`config.mk`:
```
export PLATFORM = sky130hd
export DESIGN_NAME = wr_mem_noc_arb
export DESIGN_NICKNAME = d
export VERILOG_FILES = /design/src/rtl/wr_mem_noc_arb.sv
export SDC_FILE = /design/constraint.sdc
export NUM_CORES = 1
export LEC_CHECK = 0
export CORE_AREA = 4 4 130 132
export CTS_CLUSTER_SIZE = 25
export DETAILED_ROUTE_END_ITERATION = 8
export DIE_AREA = 0 0 134 136
export PLACE_DENSITY = 0.53
export SYNTH_ARGS = -nofsm -noshare
export SYNTH_HDL_FRONTEND = slang
export SYNTH_SLANG_ARGS = --single-unit
```
`constraint.sdc`:
```
create_clock -name clk -period 2.31 [get_ports clk]
set_input_delay 0.462 -clock clk [delete_from_list [all_inputs] [get_ports clk]]
set_output_delay 0.462 -clock clk [all_outputs]
set_load 0.01 [all_outputs]
```
`src/rtl/wr_mem_noc_arb.sv`:
```
// wr_mem_noc_arb
//   Shares a single wr_mem_noc write path among NUM_SRCS requesters. One
//   request is in flight at a time: arbitrate, forward the request, pass the
//   granted source's data beats through, route the done handshake back, then
//   re-arbitrate. The granted source owns the path until its done handshake.
//
// Configuration macro:
//   WR_MEM_NOC_ARB_FIXED_PRIO_EN  defined   -> fixed priority, lowest index wins
//                                 undefined -> round-robin (default)
//
// Ports:
//   clk, rst                       clock, synchronous active-high reset
//   src_wr_mem_req_val/_entry      per-source request (entry = flattened mem_req_struct)
//   wr_mem_src_req_rdy             per-source request accept
//   src_wr_mem_req_data_*          per-source data beat (val/data/last/padbytes)
//   wr_mem_src_req_data_rdy        per-source data accept
//   wr_req_done / wr_req_done_rdy  per-source completion handshake
//   arb_wr_mem_req_* / wr_mem_arb_req_rdy          downstream request
//   arb_wr_mem_req_data_* / wr_mem_arb_req_data_rdy downstream data beat
//   arb_wr_req_done / arb_wr_req_done_rdy          downstream completion
//
// state | meaning
// ------+-------------------------------------------------------------
// IDLE  | no owner; scan requests from rr_ptr_reg and latch a winner
// REQ   | granted request forwarded downstream, waiting for accept
// DATA  | granted data channel passed through until the last beat
// DONE  | downstream done routed to the granted source until accepted
module wr_mem_noc_arb #(
    parameter int NUM_SRCS           = 2,
    parameter int NOC_DATA_WIDTH     = 64,
    parameter int NOC_PADBYTES_WIDTH = 3,
    parameter int MEM_REQ_W          = 40
) (
    input  logic                                   clk,
    input  logic                                   rst,
    input  logic [NUM_SRCS-1:0]                    src_wr_mem_req_val,
    input  logic [NUM_SRCS*MEM_REQ_W-1:0]          src_wr_mem_req_entry,
    output logic [NUM_SRCS-1:0]                    wr_mem_src_req_rdy,
    input  logic [NUM_SRCS-1:0]                    src_wr_mem_req_data_val,
    input  logic [NUM_SRCS*NOC_DATA_WIDTH-1:0]     src_wr_mem_req_data,
    input  logic [NUM_SRCS-1:0]                    src_wr_mem_req_data_last,
    input  logic [NUM_SRCS*NOC_PADBYTES_WIDTH-1:0] src_wr_mem_req_data_padbytes,
    output logic [NUM_SRCS-1:0]                    wr_mem_src_req_data_rdy,
    output logic [NUM_SRCS-1:0]                    wr_req_done,
    input  logic [NUM_SRCS-1:0]                    wr_req_done_rdy,
    output logic                                   arb_wr_mem_req_val,
    output logic [MEM_REQ_W-1:0]                   arb_wr_mem_req_entry,
    input  logic                                   wr_mem_arb_req_rdy,
    output logic                                   arb_wr_mem_req_data_val,
    output logic [NOC_DATA_WIDTH-1:0]              arb_wr_mem_req_data,
    output logic                                   arb_wr_mem_req_data_last,
    output logic [NOC_PADBYTES_WIDTH-1:0]          arb_wr_mem_req_data_padbytes,
    input  logic                                   wr_mem_arb_req_data_rdy,
    input  logic                                   arb_wr_req_done,
    output logic                                   arb_wr_req_done_rdy
);

    localparam int SRC_IDX_W = $clog2(NUM_SRCS);

    typedef enum logic [1:0] {
        ST_IDLE,
        ST_REQ,
        ST_DATA,
        ST_DONE
    } state_t;

    state_t               state_q, state_d;
    logic [SRC_IDX_W-1:0] grant_reg, grant_d;
    logic [SRC_IDX_W-1:0] rr_ptr_reg, rr_ptr_d;

    logic                 scan_found;
    logic [SRC_IDX_W-1:0] scan_idx;
    logic [SRC_IDX_W:0]   cand;

    // Circular scan starting at rr_ptr_reg. One extra bit on cand lets the
    // wrap be an explicit subtract, so non-power-of-2 NUM_SRCS works.
    always_comb begin
        scan_found = 1'b0;
        scan_idx   = '0;
        cand       = '0;
        for (int i = 0; i < NUM_SRCS; i++) begin
            cand = {1'b0, rr_ptr_reg} + (SRC_IDX_W+1)'(i);
            if (cand >= (SRC_IDX_W+1)'(NUM_SRCS)) begin
                cand = cand - (SRC_IDX_W+1)'(NUM_SRCS);
            end
            if (!scan_found && src_wr_mem_req_val[cand[SRC_IDX_W-1:0]]) begin
                scan_found = 1'b1;
                scan_idx   = cand[SRC_IDX_W-1:0];
            end
        end
    end

    always_comb begin
        state_d                      = state_q;
        grant_d                      = grant_reg;
        rr_ptr_d                     = rr_ptr_reg;
        wr_mem_src_req_rdy           = '0;
        wr_mem_src_req_data_rdy      = '0;
        wr_req_done                  = '0;
        arb_wr_mem_req_val           = 1'b0;
        arb_wr_mem_req_entry         = '0;
        arb_wr_mem_req_data_val      = 1'b0;
        arb_wr_mem_req_data          = '0;
        arb_wr_mem_req_data_last     = 1'b0;
        arb_wr_mem_req_data_padbytes = '0;
        arb_wr_req_done_rdy          = 1'b0;

        case (state_q)
            ST_IDLE: begin
                if (scan_found) begin
                    grant_d = scan_idx;
                    state_d = ST_REQ;
                end
            end
            ST_REQ: begin
                arb_wr_mem_req_val            = src_wr_mem_req_val[grant_reg];
                arb_wr_mem_req_entry          = src_wr_mem_req_entry[grant_reg*MEM_REQ_W +: MEM_REQ_W];
                wr_mem_src_req_rdy[grant_reg] = wr_mem_arb_req_rdy;
                // A source withdrawing its request abandons the grant; the
                // pointer is left alone so it is not penalised.
                if (!src_wr_mem_req_val[grant_reg]) begin
                    state_d = ST_IDLE;
                end else if (wr_mem_arb_req_rdy) begin
                    state_d = ST_DATA;
                end
            end
            ST_DATA: begin
                arb_wr_mem_req_data_val            = src_wr_mem_req_data_val[grant_reg];
                arb_wr_mem_req_data                = src_wr_mem_req_data[grant_reg*NOC_DATA_WIDTH +: NOC_DATA_WIDTH];
                arb_wr_mem_req_data_last           = src_wr_mem_req_data_last[grant_reg];
                arb_wr_mem_req_data_padbytes       = src_wr_mem_req_data_padbytes[grant_reg*NOC_PADBYTES_WIDTH +: NOC_PADBYTES_WIDTH];
                wr_mem_src_req_data_rdy[grant_reg] = wr_mem_arb_req_data_rdy;
                if (src_wr_mem_req_data_val[grant_reg] && wr_mem_arb_req_data_rdy
                    && src_wr_mem_req_data_last[grant_reg]) begin
                    state_d = ST_DONE;
                end
            end
            ST_DONE: begin
                wr_req_done[grant_reg] = arb_wr_req_done;
                arb_wr_req_done_rdy    = wr_req_done_rdy[grant_reg];
                if (arb_wr_req_done && wr_req_done_rdy[grant_reg]) begin
`ifdef WR_MEM_NOC_ARB_FIXED_PRIO_EN
                    rr_ptr_d = '0;
`else
                    rr_ptr_d = (grant_reg == SRC_IDX_W'(NUM_SRCS-1)) ? '0
                                                                     : grant_reg + SRC_IDX_W'(1);
`endif
                    state_d = ST_IDLE;
                end
            end
            default: state_d = ST_IDLE;
        endcase
    end

    always_ff @(posedge clk) begin
        if (rst) begin
            state_q    <= ST_IDLE;
            grant_reg  <= '0;
            rr_ptr_reg <= '0;
        end else begin
            state_q    <= state_d;
            grant_reg  <= grant_d;
            rr_ptr_reg <= rr_ptr_d;
        end
    end

endmodule
```
==> results of run 1 <==
-- layout by cell type (no fill, tap or decap), drive strengths merged --
master	Yosys	layout
a32oi	1	1
nor2b	1	1
clkbuf	5	5
a21oi	1	1
nand4b	1	1
buf	23	16
o21bai	1	1
and3	3	3
clkdlybuf4s50	0	339
inv	1	1
nor2	121	121
dlymetal6s2s	0	4
nand3	3	3
nand2b	3	3
nor3	1	1
a2bb2oi	1	1
a41oi	1	1
nand3b	1	1
dfxtp	4	4
a31oi	1	1
mux2	1	1
nand4	2	2
mux2i	110	110
nand2	1	1
-- metrics by stage --
step	instances	instance area [sq um]	util
global route	839	5810	0.370
floorplan	287	1990	-
CTS	838	5760	0.366
detailed placement	834	5670	0.361
global placement	834	5670	0.361
finish	839	5810	0.370
-- final timing paths --
path / to / slack [ps] / depth (start not counted)
max: arb_wr_mem_req_data_val / 70 / 4
min: rr_ptr_reg / 520 / 2
max reg2reg: state_q[0] / 850 / 6
min reg2reg: rr_ptr_reg / 520 / 2
-- logic make-up (layout without fill, tap and decap cells) --
family,Yosys count,in the layout
DFF,4,4
AOI/OAI and AO/OA,6,6
and+or+nand+nor,137,137
muxes,111,111
buffers and inverters,29,365
-- critical path: cells and delay by family --
kind / cells / cell delay [ps]
simple gates: 1 / 140
buf+inv: 2 / 1100
mux: 1 / 90
-- layer usage --
layer  GRT usage  up-vias
li1            -     1649
met1       0.148     1525
met2       0.246      139
met3      0.0278        4
met4      0.0131        0
met5           0        -
-- repair_timing --
item / 4_1_cts / 5_1_grt
setup buffers: 0 / 0
gates cloned: 0 / 1
gates resized for setup: 1 / 10
hold buffers: 0 / 0
setup endpoints to repair: 2 / 22
-- cells in the mapped netlist --
master       n
nor2_1     121
mux2i_1    110
buf_2       10
buf_4        8
clkbuf_1     5
dfxtp_1      4
and3_1       3
buf_8        3
nand2b_1     3
nand3_1      3
buf_6        2
nand4_1      2
a21oi_1      1
a2bb2oi_1    1
a31oi_1      1
a32oi_1      1
a41oi_1      1
inv_1        1
mux2_2       1
nand2_1      1
nand3b_1     1
nand4b_1     1
nor2b_1      1
nor3_1       1
o21bai_1     1
-- where the power goes --
group	leakage (uW)	internal, uW	switching, uW
combinational	0.00202	690	383
clock	0.0000382	228	48.6
sequential	0.0000335	75.4	10.5
total	0.00209	994	442
-- layout make-up --
| class | instances | area (sq um) |
|---|---|---|
| clock buffers | 4 | 78.8 |
| well taps | 216 | 270 |
| inverters | 1 | 3.75 |
| multi-input cells | 254 | 1720 |
| fillers | 1633 | 9900 |
| flip-flops and latches | 4 | 83.8 |
| repair buffers | 360 | 3650 |
==> impl_metrics.tcl, run 1 <==
set metrics [dict create \
    max_freq_mhz 446 \
    dr.max_layer_used "met4" \
    preCtsSetupSlack_ps 38.4 \
    antenna_found_initial 0 \
    ant_nets 0 \
    clk_pin_slew_ps 30 \
    synthTopCellsByArea "mux2i_1, nor2_1, dfxtp_1" \
    grt_max_degree 46 \
    cp-startpoint "src_wr_mem_req_data_val[0]" \
    wl_met3_um 933 \
    end_kind "primary output" \
    rsz0062_at_grt "yes" \
    maxCapViolations 0 \
    report.final.slew_viol_count 0 \
    vdd_ir_drop_max_mv 0.172 \
    cp-start-kind "primary input" \
    start_util 0.127 \
    synth_top_area_share 0.554 \
    wl_per_cell_um 16.1 \
    slowest_stage "clkdlybuf4s50_1" \
    setup_viol 0 \
    syn_area_per_cell_sq_um 6.93 \
    reg2reg_from "grant_reg" \
    route.met2.wl_mm 7.42 \
    dr.pass1.iters 6 \
    grt_overflow 0 \
    final_nets 851 \
    slew_headroom 0.783 \
    clk_latency_ps 220 \
    place_hpwl_mm 11.5 \
    cp_max_fo 2 \
    synth-simple-area-share 0.277 \
    cp.arrival_ps 1780 \
    port_buffers 343 \
    ys_ff_latch 4 \
    grt.total_usage 0.127 \
    std_cell_rows 46 \
    p_leak_uw 0.00209 \
    synth_top_family_by_area "multiplexers" \
    path_class "in -> out" \
    crit_top_cell "clkdlybuf4s50_1" \
    syn_area_sq_mm 0.00199 \
    hold_ws_ps 522 \
    worst_pin_slew_ps 326 \
    area_growth_pct 192 \
    vias 3317 \
    max_stage_delay_ps 580 \
    cts-buffers-inserted 3 \
    gp_congestion 0.788 \
    post-route-drc-count 0 \
    required_ps 1850 \
    hp-start "rr_ptr_reg" \
    yosys.area_share.adder 0 \
    final.min_clock_period_ps 2240 \
    syn_nets 514 \
    netlist.top_cell.by_area "mux2i_1" \
    grt_pass1_vias 3270 \
    drtIter0Drc 85 \
    hold_violations 0 \
    htree_num_levels 1 \
    synth-xor-area-share 0 \
    routed_wl_mm 13.5 \
    m1WireLength_mm 5.11 \
    ioPinCount 344 \
    ys_seq_area_frac 0.0403 \
    status "finished clean" \
    cts-root-buf "clkbuf_16" \
    finalPower_uw 1440 \
    drive_gt1_frac 0.0433 \
    grt_pass1_wl_mm 18.5 \
    worst_slack_ps 67.6 \
    netlist_instances 287 \
    synth.distinct_cells 25 \
    dieArea_sq_mm 0.0182 \
    cts_buffer_depth 2 \
    fp.coreArea_sq_mm 0.0157 \
    yosysWarnings 0 \
    die_w_um 134 \
    fin_setup_tns_ps 0 \
    worst_clock_skew_ps 2.33 \
    cts_tree "done" \
    clkSinkCount 4 \
    diodes 0 \
    synthMuxAreaShare 0.559 \
    synth_compound_area_frac 0.0227 \
    hp-class "reg -> reg" \
    min_period_over_period 0.971 \
    die_h_um 136 \
    pwr_density_cell_mw_per_mm2 247 \
    vias_per_cell 3.95 \
    path_cells "clkdlybuf4s50_1 -> mux2i_1 -> nor2_1 -> clkdlybuf4s50_1" \
]
(Power assumes the default switching activity.)
==> inputs of run 2 (changes only) <==
--- a/config.mk
+++ b/config.mk
@@ -10,6 +10,7 @@
 export DETAILED_ROUTE_END_ITERATION = 8
 export DIE_AREA = 0 0 134 136
 export PLACE_DENSITY = 0.53
+export SKIP_CTS_REPAIR_TIMING = 1
 export SYNTH_ARGS = -nofsm -noshare
 export SYNTH_HDL_FRONTEND = slang
 export SYNTH_SLANG_ARGS = --single-unit
==> run 2 against run 1 <==
Largest power group unchanged. Clock power about the same. Combinational power about the same. Die area unchanged. Power about the same. Critical endpoint unchanged. Cell area unchanged. Highest routed layer unchanged. Via count about the same. Largest cell class unchanged. Sequential share of layout area unchanged. Wire length decreased by 0.10%.
==> impl_metrics.tcl, run 2 (same netlist as run 1, synthesis figures left out) <==
set metrics [dict create \
    cts_tree "done" \
    use_met3 0.0278 \
    vias 3318 \
    final_cell_mix "clkdlybuf4s50_1, nor2_1, mux2i_1, buf_4" \
    dr.pass1.iters 6 \
    die_h_um 136 \
    routed_wl_mm 13.5 \
    start_util 0.127 \
    met2_usage 0.246 \
    pwr_density_cell_mw_per_mm2 247 \
    end_kind "primary output" \
    p_comb_frac 0.748 \
    final.min_clock_period_ps 2240 \
    preCtsSetupSlack_ps 38.4 \
    report.final.slew_viol_count 0 \
    htree_num_levels 1 \
    grt.total_usage 0.127 \
    fp.coreArea_sq_mm 0.0157 \
    grt_max_degree 46 \
    grt_busiest_layer "met2" \
    area_growth_pct 192 \
    ant_nets 0 \
    post-route-drc-count 0 \
    diodes 0 \
    port_buffers 343 \
    cp.arrival_ps 1780 \
    ioPinCount 344 \
    layout_commonest_cell "clkdlybuf4s50_1" \
    met1_usage 0.148 \
    max_freq_mhz 447 \
    status "finished clean" \
    pwr-share-clk 0.193 \
    clk_pin_slew_ps 30 \
    slew_headroom 0.784 \
    clkSinkCount 4 \
    worst_slack_ps 71.8 \
    std_cell_rows 46 \
    slowest_stage "clkdlybuf4s50_1" \
    gp_congestion 0.788 \
    die_w_um 134 \
    fill_cells 1633 \
    required_ps 1850 \
    grt_pass1_wl_mm 18.5 \
    wl_per_cell_um 16.1 \
    power_switching_share 0.308 \
    vdd_ir_drop_max_mv 0.172 \
    drtIter0Drc 82 \
    place_hpwl_mm 11.5 \
    worst_clock_skew_ps 2.34 \
    cp-start-kind "primary input" \
    p_leak_uw 0.00209 \
    clk_latency_ps 220 \
    rsz0062_at_grt "yes" \
    dieArea_sq_mm 0.0182 \
    grt_pass1_vias 3270 \
    maxCapViolations 0 \
    crit_top_cell "clkdlybuf4s50_1" \
    min_period_over_period 0.969 \
    hp-class "reg -> reg" \
    p_seq_frac 0.060 \
    grt_overflow 0 \
    cts-buffers-inserted 3 \
    fin_setup_tns_ps 0 \
    drive_gt1_frac 0.0433 \
    max_stage_delay_ps 580 \
    antenna_found_initial 0 \
    final_nets 851 \
    cp_max_fo 2 \
    vias_per_cell 3.95 \
    cts-root-buf "clkbuf_16" \
    cts_buffer_depth 2 \
    path_class "in -> out" \
    hold_violations 0 \
    p_int_uw 994 \
    path_cells "clkdlybuf4s50_1 -> mux2i_1 -> nor2_1 -> clkdlybuf4s50_1" \
    worst_pin_slew_ps 324 \
    setup_viol 0 \
    power.switching_uw 442 \
]
[run 2: worst max-delay path: cells and delay by family]
kind	cells	cell delay, ps
AND/OR/NAND/NOR	1	140
buffers and inverters	2	1100
multiplexers	1	80
[run 2: layout make-up]
type	count	area, sq um	area share
Clock buffer	4	78.8	0.0136
Tap cell	216	270	0.0465
Multi-Input combinational cell	254	1720	0.296
Sequential cell	4	83.8	0.0144
Timing Repair Buffer	360	3650	0.628
Inverter	1	3.75	0.000646
[run 2: power by group through the flow]
stage               logic (uW)  clock network (uW)  registers, uW
global route              1140                 287           87.5
CTS                       1070                 282           84.7
global placement          1060                   0           85.6
finish                    1070                 276           85.9
detailed placement        1070                   0           85.6
floorplan                  411                   0           78.3
[run 2: worst paths after layout]
path	start	end	slack, ps	depth (start not counted)
setup / recovery	src_wr_mem_req_data_val[0]	arb_wr_mem_req_data_val	70	4
hold / removal	rr_ptr_reg	rr_ptr_reg	520	2
setup reg to reg	grant_reg	state_q[0]	850	6
hold reg to reg	rr_ptr_reg	rr_ptr_reg	520	2
[run 2: stage by stage]
step / total power [uW] / cells / area (sq um) / hold slack (ps) / util
after CTS: 1440 / 838 / 5750 / 515 / 0.366
final: 1440 / 839 / 5810 / 522 / 0.370
after global routing: 1520 / 839 / 5810 / 565 / 0.370
after detailed placement: 1150 / 834 / 5670 / 512 / 0.361
after floorplan: 490 / 287 / 1990 / 469 / -
after global placement: 1140 / 834 / 5670 / 513 / 0.361
[run 2: per-layer routing]
layer | share of wire | vias up
li1 | - | 1649
met1 | 0.38 | 1520
met2 | 0.55 | 145
met3 | 0.071 | 4
met4 | 0.0036 | 0
met5 | 0 | -
==> inputs of run 3 (changes only) <==
--- a/config.mk
+++ b/config.mk
@@ -10,6 +10,7 @@
 export DETAILED_ROUTE_END_ITERATION = 8
 export DIE_AREA = 0 0 134 136
 export PLACE_DENSITY = 0.53
+export RECOVER_POWER = 100
 export SKIP_CTS_REPAIR_TIMING = 1
 export SYNTH_ARGS = -nofsm -noshare
 export SYNTH_HDL_FRONTEND = slang
==> run 3 against run 2 <==
Wire length is essentially flat. Worst setup slack lost 0.71 ps. Combinational power is essentially flat. Sequential power is essentially flat. Non-clock buffer count is the same. Critical path type unchanged. Highest routed layer unchanged.
==> impl_metrics.tcl, run 3 (same netlist as run 1, synthesis figures left out) <==
set metrics [dict create \
    slew_headroom 0.784 \
    drive_gt1_frac 0.0417 \
    cts-buffers-inserted 3 \
    grt_pass1_vias 3270 \
    port_buffers 343 \
    finalPower_uw 1440 \
    report.final.slew_viol_count 0 \
    max_freq_mhz 447 \
    fill_cells 1633 \
    dieArea_sq_mm 0.0182 \
    cp-start-kind "primary input" \
    multi_input_area_sq_mm 0.00172 \
    place_hpwl_mm 11.5 \
    rsz0062_at_grt "yes" \
    routed_wl_mm 13.5 \
    grt_max_degree 46 \
    pwr_density_cell_mw_per_mm2 247 \
    use_met3 0.0278 \
    power.switching_uw 442 \
    max_stage_delay_ps 580 \
    start_util 0.127 \
    placed_cell_area_sq_mm 0.00567 \
    cp.arrival_ps 1780 \
    die_w_um 134 \
    diodes 0 \
    final_cell_mix "clkdlybuf4s50_1, nor2_1, mux2i_1, buf_4" \
    path_class "in -> out" \
    vias 3299 \
    critPathBufInv 2 \
    std_cell_rows 46 \
    clk_pin_slew_ps 30 \
    cts_buffer_depth 2 \
    worst_pin_slew_ps 324 \
    drtIter0Drc 79 \
    post-route-drc-count 0 \
    p_leak_uw 0.00209 \
    fin_area_sq_mm 0.00581 \
    required_ps 1850 \
    met2_usage 0.246 \
    die_h_um 136 \
    ant_nets 0 \
    min_period_over_period 0.969 \
    crit_top_cell "clkdlybuf4s50_1" \
    pwr-share-clk 0.193 \
    vias_per_cell 3.93 \
    cts-root-buf "clkbuf_16" \
    cts_tree "done" \
    clk_latency_ps 220 \
    p_seq_frac 0.060 \
    maxCapViolations 0 \
    clkSinkCount 4 \
    status "finished clean" \
    met1_usage 0.148 \
    register_area_sq_um 83.8 \
    final.min_clock_period_ps 2240 \
    worst_clock_skew_ps 2.34 \
    dr.pass1.iters 7 \
    slowest_stage "clkdlybuf4s50_1" \
    p_int_uw 993 \
    fp.coreArea_sq_mm 0.0157 \
    antenna_found_initial 0 \
    end_kind "primary output" \
    power_switching_share 0.308 \
    path_cells "clkdlybuf4s50_1 -> mux2i_1 -> nor2_1 -> clkdlybuf4s50_1" \
    layout_commonest_cell "clkdlybuf4s50_1" \
    grt.total_usage 0.127 \
    area_growth_pct 192 \
    setup_viol 0 \
    grt_busiest_layer "met2" \
    ioPinCount 344 \
    p_comb_frac 0.748 \
    htree_num_levels 1 \
    hold_violations 0 \
    final_nets 851 \
    hp-class "reg -> reg" \
    grt_pass1_wl_mm 18.5 \
    wl_per_cell_um 16.1 \
    cp_max_fo 2 \
    crit_family "buffers and inverters" \
    gp_congestion 0.788 \
    vdd_ir_drop_max_mv 0.172 \
    grt_overflow 0 \
]
## run 3: final cells by class
type | count | area share
tap | 216 | 0.0465
timing repair buffer | 360 | 0.628
sequential | 4 | 0.0144
inverter | 1 | 0.000646
multi-input combinational | 254 | 0.297
clock buffer | 4 | 0.0136
## run 3: path summary, 6_finish.rpt
| kind | from | to | slack [ps] | cells after the start |
|---|---|---|---|---|
| setup reg to reg | grant_reg | state_q[0] | 850 | 6 |
| hold reg to reg | rr_ptr_reg | rr_ptr_reg | 520 | 2 |
| setup / recovery | src_wr_mem_req_data_val[0] | arb_wr_mem_req_data_val | 70 | 4 |
| hold / removal | rr_ptr_reg | rr_ptr_reg | 520 | 2 |
## run 3: worst min-delay path, cell delays in order, from the launching register on
cell     delay (ps)
dfxtp_1         340
a21oi_1          70
nor2_1           70
## run 3: power by group through the flow
stage	clock [uW]	combinational, uW	sequential (uW)
floorplan	0	411	78.3
global placement	0	1060	85.6
detailed placement	0	1070	85.6
CTS	282	1070	84.7
global route	287	1140	87.5
finish	276	1070	85.9
## run 3: stage by stage
| step | setup TNS [ps] | hold slack [ps] | cells | util | setup WS (ps) |
|---|---|---|---|---|---|
| 6_report | 0 | 522 | 839 | 0.370 | 71.1 |
| 5_1_grt | -3.17 | 565 | 839 | 0.370 | -3.17 |
| 4_1_cts | -9.46 | 515 | 838 | 0.366 | -9.22 |
| 3_5_place_dp | 0 | 512 | 834 | 0.361 | 38.4 |
| 3_3_place_gp | 0 | 513 | 834 | 0.361 | 36.0 |
| 2_1_floorplan | 0 | 469 | 287 | - | 800 |
## run 3: routing by layer
layer  wire length (um)  share of wire
met1               5060           0.38
met2               7400           0.55
met3                980          0.073
met4                 49         0.0036
met5                  0              0
